==> src/rtl/load_aligner_pkg.sv <==
// Shared definitions for the dmem load path: size codes, FSM encoding,
// captured-request payload and the misalignment predicate.
package load_aligner_pkg;

   localparam logic [1:0] SZ_BYTE = 2'b00;
   localparam logic [1:0] SZ_HALF = 2'b01;
   localparam logic [1:0] SZ_WORD = 2'b10;

   localparam int unsigned CNT_W = 8;

   typedef enum logic [1:0] {
      ST_IDLE  = 2'd0,
      ST_ISSUE = 2'd1,
      ST_WAIT  = 2'd2,
      ST_RESP  = 2'd3
   } state_e;

   // Request fields kept for extraction once dmem answers
   typedef struct packed {
      logic [1:0] off;
      logic [1:0] size;
      logic       uns;
   } ld_req_t;

   // Halfwords need an even address, words (10 and 11) a word-aligned one
   function automatic logic is_misaligned(input logic [1:0] size, input logic [1:0] off);
      logic mis;
      if (size >= SZ_WORD)
         mis = (off != 2'b00);
      else if (size == SZ_HALF)
         mis = off[0];
      else
         mis = 1'b0;
      return mis;
   endfunction

endpackage

==> src/rtl/load_extract.sv <==
// Combinational lane select and sign/zero extension of a little-endian dmem word.
module load_extract
   import load_aligner_pkg::*;
(
   input  logic [31:0] raw_i,
   input  logic [1:0]  off_i,
   input  logic [1:0]  size_i,
   input  logic        uns_i,
   output logic [31:0] result_c_o
);

   logic [7:0]  byte_sel;
   logic [15:0] half_sel;

   // Pick the addressed lane, then extend it to 32 bits
   always_comb begin
      byte_sel = raw_i[7:0];
      case (off_i)
         2'b00:   byte_sel = raw_i[7:0];
         2'b01:   byte_sel = raw_i[15:8];
         2'b10:   byte_sel = raw_i[23:16];
         default: byte_sel = raw_i[31:24];
      endcase
      half_sel   = off_i[1] ? raw_i[31:16] : raw_i[15:0];
      result_c_o = raw_i;
      if (size_i == SZ_BYTE)
         result_c_o = {{24{byte_sel[7] & ~uns_i}}, byte_sel};
      else if (size_i == SZ_HALF)
         result_c_o = {{16{half_sel[15] & ~uns_i}}, half_sel};
   end

endmodule

==> src/rtl/load_aligner.sv <==
// Load side of the dmem interface: one request at a time, word-aligned read,
// bounded wait for data, aligned/extended result with misalign/timeout flags.
module load_aligner
   import load_aligner_pkg::*;
#(
   parameter int unsigned TIMEOUT  = 16,
   parameter logic [31:0] ERR_DATA = 32'h0000_0000
) (
   input  logic        clk,
   input  logic        rst,
   input  logic        req_valid,
   output logic        req_ready,
   input  logic [31:0] addr,
   input  logic [1:0]  memr,
   input  logic        uns,
   output logic        dmem_re,
   output logic [31:0] dmem_addr,
   input  logic        dmem_rvalid,
   input  logic [31:0] dmem_rdata,
   output logic        rdata_valid,
   output logic [31:0] rdata,
   output logic        misalign,
   output logic        timeout
);

   state_e           state_q, state_d;
   ld_req_t          req_q, req_d;
   logic [CNT_W-1:0] cnt_q, cnt_d;
   logic             req_ready_q, req_ready_d;
   logic             dmem_re_q, dmem_re_d;
   logic [31:0]      dmem_addr_q, dmem_addr_d;
   logic             rdata_valid_q, rdata_valid_d;
   logic [31:0]      rdata_q, rdata_d;
   logic             misalign_q, misalign_d;
   logic             timeout_q, timeout_d;
   logic [31:0]      extracted;

   load_extract u_extract (
      .raw_i      (dmem_rdata),
      .off_i      (req_q.off),
      .size_i     (req_q.size),
      .uns_i      (req_q.uns),
      .result_c_o (extracted)
   );

   // Next-state, capture and registered-output decode
   always_comb begin
      state_d     = state_q;
      req_d       = req_q;
      cnt_d       = cnt_q;
      dmem_addr_d = dmem_addr_q;
      rdata_d     = rdata_q;
      misalign_d  = misalign_q;
      timeout_d   = timeout_q;

      case (state_q)
         ST_IDLE: begin
            if (req_valid && req_ready_q) begin
               req_d.off   = addr[1:0];
               req_d.size  = memr;
               req_d.uns   = uns;
               dmem_addr_d = {addr[31:2], 2'b00};
               if (is_misaligned(memr, addr[1:0])) begin
                  state_d    = ST_RESP;
                  rdata_d    = ERR_DATA;
                  misalign_d = 1'b1;
                  timeout_d  = 1'b0;
               end else begin
                  state_d = ST_ISSUE;
               end
            end
         end
         ST_ISSUE: begin
            cnt_d = CNT_W'(TIMEOUT);
            if (dmem_rvalid) begin
               state_d    = ST_RESP;
               rdata_d    = extracted;
               misalign_d = 1'b0;
               timeout_d  = 1'b0;
            end else begin
               state_d = ST_WAIT;
            end
         end
         ST_WAIT: begin
            // rvalid takes priority over a counter that expires this cycle
            if (dmem_rvalid) begin
               state_d    = ST_RESP;
               rdata_d    = extracted;
               misalign_d = 1'b0;
               timeout_d  = 1'b0;
            end else if (cnt_q <= CNT_W'(1)) begin
               state_d    = ST_RESP;
               cnt_d      = '0;
               rdata_d    = ERR_DATA;
               misalign_d = 1'b0;
               timeout_d  = 1'b1;
            end else begin
               cnt_d = cnt_q - CNT_W'(1);
            end
         end
         ST_RESP: state_d = ST_IDLE;
         default: state_d = ST_IDLE;
      endcase

      req_ready_d   = (state_d == ST_IDLE);
      dmem_re_d     = (state_d == ST_ISSUE);
      rdata_valid_d = (state_d == ST_RESP);
   end

   // State and output registers with synchronous reset
   always_ff @(posedge clk) begin
      if (rst) begin
         state_q       <= ST_IDLE;
         req_q         <= '0;
         cnt_q         <= '0;
         req_ready_q   <= 1'b0;
         dmem_re_q     <= 1'b0;
         dmem_addr_q   <= '0;
         rdata_valid_q <= 1'b0;
         rdata_q       <= '0;
         misalign_q    <= 1'b0;
         timeout_q     <= 1'b0;
      end else begin
         state_q       <= state_d;
         req_q         <= req_d;
         cnt_q         <= cnt_d;
         req_ready_q   <= req_ready_d;
         dmem_re_q     <= dmem_re_d;
         dmem_addr_q   <= dmem_addr_d;
         rdata_valid_q <= rdata_valid_d;
         rdata_q       <= rdata_d;
         misalign_q    <= misalign_d;
         timeout_q     <= timeout_d;
      end
   end

   assign req_ready   = req_ready_q;
   assign dmem_re     = dmem_re_q;
   assign dmem_addr   = dmem_addr_q;
   assign rdata_valid = rdata_valid_q;
   assign rdata       = rdata_q;
   assign misalign    = misalign_q;
   assign timeout     = timeout_q;

endmodule

==> config.mk <==
export PLATFORM = sky130hd
export DESIGN_NAME = load_aligner
export DESIGN_NICKNAME = d
export VERILOG_FILES = /design/src/rtl/load_aligner_pkg.sv /design/src/rtl/load_extract.sv /design/src/rtl/load_aligner.sv
export SDC_FILE = /design/constraint.sdc
export NUM_CORES = 1
export LEC_CHECK = 0
export BUFFER_PORTS_ARGS = -buffer_cell sky130_fd_sc_hd__buf_2
export CORE_MARGIN = 1.5
export CORE_UTILIZATION = 35
export DETAILED_ROUTE_END_ITERATION = 8
export PLACE_DENSITY = 0.57
export SETUP_SLACK_MARGIN = 0.5
export SYNTH_ARGS = -nofsm -noshare
export SYNTH_HDL_FRONTEND = slang
export SYNTH_SLANG_ARGS = --single-unit
export TNS_END_PERCENT = 30
==> constraint.sdc <==
create_clock -name clk -period 3.42 [get_ports clk]
set_clock_uncertainty 0.2 [all_clocks]
set_input_delay 0.684 -clock clk [delete_from_list [all_inputs] [get_ports clk]]
set_output_delay 0.684 -clock clk [all_outputs]
set_load 0.1 [all_outputs]
# Yosys cells after proc, flatten, opt, wreduce, memory -nomap -nowiden
# Cells that the tools add are included.
# Widths: inputs -> output; s select.
# totals
reg_bits	82
word_cells	77
# classes
add_sub_neg	1
order_cmp	2
eq_ne	14
mux	34
bitwise	3
n_reduce_logical	11
# op_table
op	n
$mux 32	7
$pmux 32 s3	1
$pmux 8 s3	1
$mux 16	1
$mux 8	2
$pmux 8 s2	1
$mux 1	14
$eq 2x1->1 const B	5
$eq 2x2->1 const B	4
$le 8x1->1 const B	1
$logic_not 2->1	4
$mux 2	4
$ne 2x2->1 const B	4
$pmux 2 s4	1
$sub 8x1->8 const B	1
$pmux 1 s3	2
$reduce_and 5->1	1
$reduce_and 2->1	2
$reduce_bool 2->1	2
$ne 3x3->1 const B	1
$reduce_bool 3->1	1
$and 1x1->1	2
$ge 2x2->1 const B	1
$logic_and 1x1->1	1
$not 1->1	1

# Logic depth before layout (Yosys ltp)
# logic_depth
ltp_word	9
mapped_depth	10
depth_no_buf	6

# By module
# A second synthesis with hierarchy kept.
# hier_totals
hier_cells	511
area_unflattened_um2	4431.8
# modules_own_cells
module	n_inst	cells_each	area_per_inst_um2
load_aligner	1	400	3558.4
load_extract	1	111	873.3

# Worst setup path before layout
# Ideal clock, no wire load.
# synth_path
path_kind	register to register
from	register req_ready_q (netlist: req_ready)
to	register misalign_q (netlist: misalign)
setup_ps	121
t_arrival_ps	2431
required_ps	3099
path_slack_ps	667
stages_incl_launch_ff	5
path_cell_list	dfxtp_1 > nand2_1 > a21o_1 > a2111oi_4 > mux2_4
# synth_via
elab_chain_cells	3
# synth_lines
element	line	source
start: declaration	load_aligner.sv:29	logic req_ready_q, req_ready_d;
start signal: assignment	load_aligner.sv:127	req_ready_q <= req_ready_d;
$logic_and 1x1->1	load_aligner.sv:58	if (req_valid && req_ready_q) begin
$ne 2x2->1 (no line)	--	
$reduce_and 5->1 (no line)	--	
end signal: assignment	load_aligner.sv:132	misalign_q <= misalign_d;
end: declaration	load_aligner.sv:34	logic misalign_q, misalign_d;
# Every way passes these cells.
# A chain may end at the register's enable or synchronous reset.

# Worst setup path in the final report
# layout_path
from	register cnt_q[0]
to	register rdata_q[9] (netlist: rdata[9])
# layout_via
elab_chain_cells	3
# layout_lines
element	line	source
start: declaration	load_aligner.sv:28	logic [CNT_W-1:0] cnt_q, cnt_d;
start signal: assignment	load_aligner.sv:126	cnt_q <= cnt_d;
$le 8x1->1	load_aligner.sv:91	end else if (cnt_q <= CNT_W'(1)) begin
$ne 3x3->1 (no line)	--	
$reduce_and 5->1 (no line)	--	
end signal: assignment	load_aligner.sv:131	rdata_q <= rdata_d;
end: declaration	load_aligner.sv:33	logic [31:0] rdata_q, rdata_d;
# Every way passes these cells.

==> flow_summary.ini <==
[layout]
final_cell_mix = 137 x buf_2, 111 x nand2_1, 82 x dfxtp_1
fill_cells = 1228
multiInputGateArea_um2 = 2340
syn_to_final_growth_pct = 24.9
drive_above_1_share_pct = 27.6
fin_cells = 781
n_antenna_cell = 0
ff_latch_area_um2 = 1640
layout_commonest_cell = buf_2
fin_nets = 707

[floorplan]
die_area_um2 = 12800
rows = 40
core_um2 = 11900
ioPinCount = 140
die_h_um = 113
start_util_pct = 35.6
die_w_um = 113

[worst_setup_path]
required_ns = 3.49
r2r_start = cnt_q[0]$_SDFFE_PP0P_
crit_path_max_fanout = 16
crit_path_start_kind = flop
cp.arrival_ns = 2.74
criticalPathCategory = flop to flop
r2r_slack_ns = 0.75
ff2ff_path_depth = 7
r2r-end = rdata[9]$_SDFFE_PP0P_
cp-end-kind = flop

[synthesis]
synthesis.area_um2 = 4240
synth_ff_type = dfxtp_1
ys_seq_area_share_pct = 38.7
synth_area_leaders = dfxtp_1 39%, nand2_1 9.8%, mux2i_1 9.2%
synth_compound_area_share_pct = 19.9
synth_top_area_share_pct = 38.7
synthArstFlopShare_pct = 0
yosys.area.top_type = dfxtp_1
synth_edf_count = 0
synth_cell_types = 60
ys_seq_elements = 82
muxShareOfSynthArea_pct = 9.57
syn_area_per_cell_um2 = 8.31
synth_top_family_by_area = simple AND/OR/NAND/NOR gates
synthXorXnorAreaFrac_pct = 0
synthCells = 510
synth_warnings = 0
synth-simple-area-share_pct = 23.3
synth_fa_ha_area_share_pct = 2.07

[sta]
fmax_mhz = 374
setup-tns-final_ns = 0
maxSlewHeadroom_pct = 41.3
min_period_ns = 2.67
finalSetupViolCount = 0
hold_viol = 0
drv_slew = 0
timing.final.crit_share_pct = 78.1
finalWorstSetupSlack_ns = 0.749
rsz0062_at_grt = no
max_slew.worst_pin.slew_ns = 0.879

[power_and_ir_drop]
peakVddDrop_v = 0.000361
power.total_mw = 3.92
cellPowerDensity_nw_per_um2 = 740
leakage_nw = 2.23

[worst_hold_path]
hp-class = flop to flop
worstHoldEndpoint = dmem_addr[25]$_SDFFE_PP0P_
worstHoldStart = dmem_addr[25]$_SDFFE_PP0P_
min_path_cells = 2

[placement]
place_ws_ns = 0.760
gp_congestion = 0.777
port_buffers = 137
dp_hpwl_mm = 8.69
dp.cells = 765

[global_route]
first_global_vias = 3882
grt_usage_pct = 18.6
grt_max_degree = 36
overflow = 0
antenna_found_initial = 0
grt_pass1_wl_mm = 18.9

[clock_network]
path_clk_slew_ns = 0.06
cts_post_setup_buffers_inserted = 0
cts-htree-levels = 3
clkLatencyLatePin_ns = 0.35
cts_resized = 0
cts_tree = built
cts_made_buffers = 9
root_buffer = clkbuf_16
clk_path_buf_depth = 2
cts.sinks = 82
hold_buffers = 0

[detailed_routing]
drt-initial-drc-count = 252
routed_wl_mm = 12.0
vias = 4071
wl_met1_mm = 5.38
met3_length_um = 801
top_layer = met4
first_pass_iters = 5
routed_via_density = 5.21
wl_met2_mm = 5.67
drc = 0
post_drt_wl_per_cell_um = 15.4
ant_nets = 0

[job]
maxCapViolCount = 0

[run_status]
status = finished clean
-- worst max path at each step --
stage | startpoint | cells past startpoint | end
floorplan | req_ready$_SDFF_PP0_ | 4 | misalign$_SDFFE_PP0P_
global placement | dmem_rvalid | 6 | rdata[7]$_SDFFE_PP0P_
detailed placement | dmem_rvalid | 6 | rdata[9]$_SDFFE_PP0P_
CTS | cnt_q[0]$_SDFFE_PP0P_ | 7 | rdata[9]$_SDFFE_PP0P_
global route | cnt_q[0]$_SDFFE_PP0P_ | 7 | rdata[9]$_SDFFE_PP0P_
finish | cnt_q[0]$_SDFFE_PP0P_ | 7 | rdata[9]$_SDFFE_PP0P_
-- cell usage after synthesis, types with 2 or more instances --
master       n
a211oi_1     4
a21oi_1     41
a221oi_1     9
a311oi_1     2
a31oi_1      5
and3_1       2
buf_2        2
buf_4        2
buf_6        3
clkbuf_1    33
dfxtp_1     82
ha_1         7
inv_1       17
mux2i_1     39
nand2_1    111
nand2b_1     4
nand3_1     15
nand3b_1     4
nor2_1      17
nor2b_1     14
nor3_1       7
nor3b_1     12
nor4_1       2
o2111ai_1   18
o211ai_1     5
o21a_1       4
o21ai_0      6
o31ai_1      5
or4_1        4
or4b_1       4
-- metrics by stage --
stage | cell area [µm²] | hold slack (ns) | utilization [%]
floorplan | 4240 | 0.228 | -
global placement | 5010 | 0.239 | 42.1
detailed placement | 5010 | 0.245 | 42.1
CTS | 5290 | 0.255 | 44.4
global route | 5290 | 0.271 | 44.4
finish | 5290 | 0.252 | 44.4
-- kinds of logic after synthesis --
kind of cell | count (synthesis)
AND/OR/NAND/NOR | 203
AO/OA/AOI/OAI | 117
flip-flops | 82
buffers and inverters | 60
multiplexers | 40
adder cells (fa/ha/maj) | 7
other | 1
-- per-layer routing --
metal  global-route usage (%)  vias to the layer above
li1                         -                     2053
met1                     23.1                     1876
met2                     31.6                      128
met3                     4.66                       14
met4                     6.42                        0
met5                        0                        -
-- power breakdown --
group | leakage [nW] | switching [mW] | internal, mW | total [mW]
combinational | 1.44 | 1.28 | 0.549 | 1.83
clock | 0.131 | 0.415 | 0.511 | 0.926
sequential | 0.664 | 0.0992 | 1.07 | 1.17
-- registers in the layout, summed over array words and instances, names as in the netlist --
name and flops:
timeout 1, req_q 5, rdata 32, misalign 1, state_q 2, cnt_q 8
dmem_re 1, rdata_valid 1, req_ready 1, dmem_addr 30
-- final cells by class --
cell class | count | area share [%]
Multi-Input combinational cell | 369 | 44.3
Clock buffer | 10 | 4.52
Inverter | 18 | 1.28
Clock inverter | 6 | 0.780
Tap cell | 147 | 3.48
Sequential cell | 82 | 31.0
Timing Repair Buffer | 149 | 14.7
-- critical path: stages (launching register included) --
cell	delay [ns]
dfxtp_1	0.41
inv_1	0.07
ha_1	0.28
or2_1	0.29
a31oi_2	0.57
a2111o_1	0.24
buf_4	0.29
mux2i_1	0.23
No activity file was read; power rests on OpenSTA's default activity.
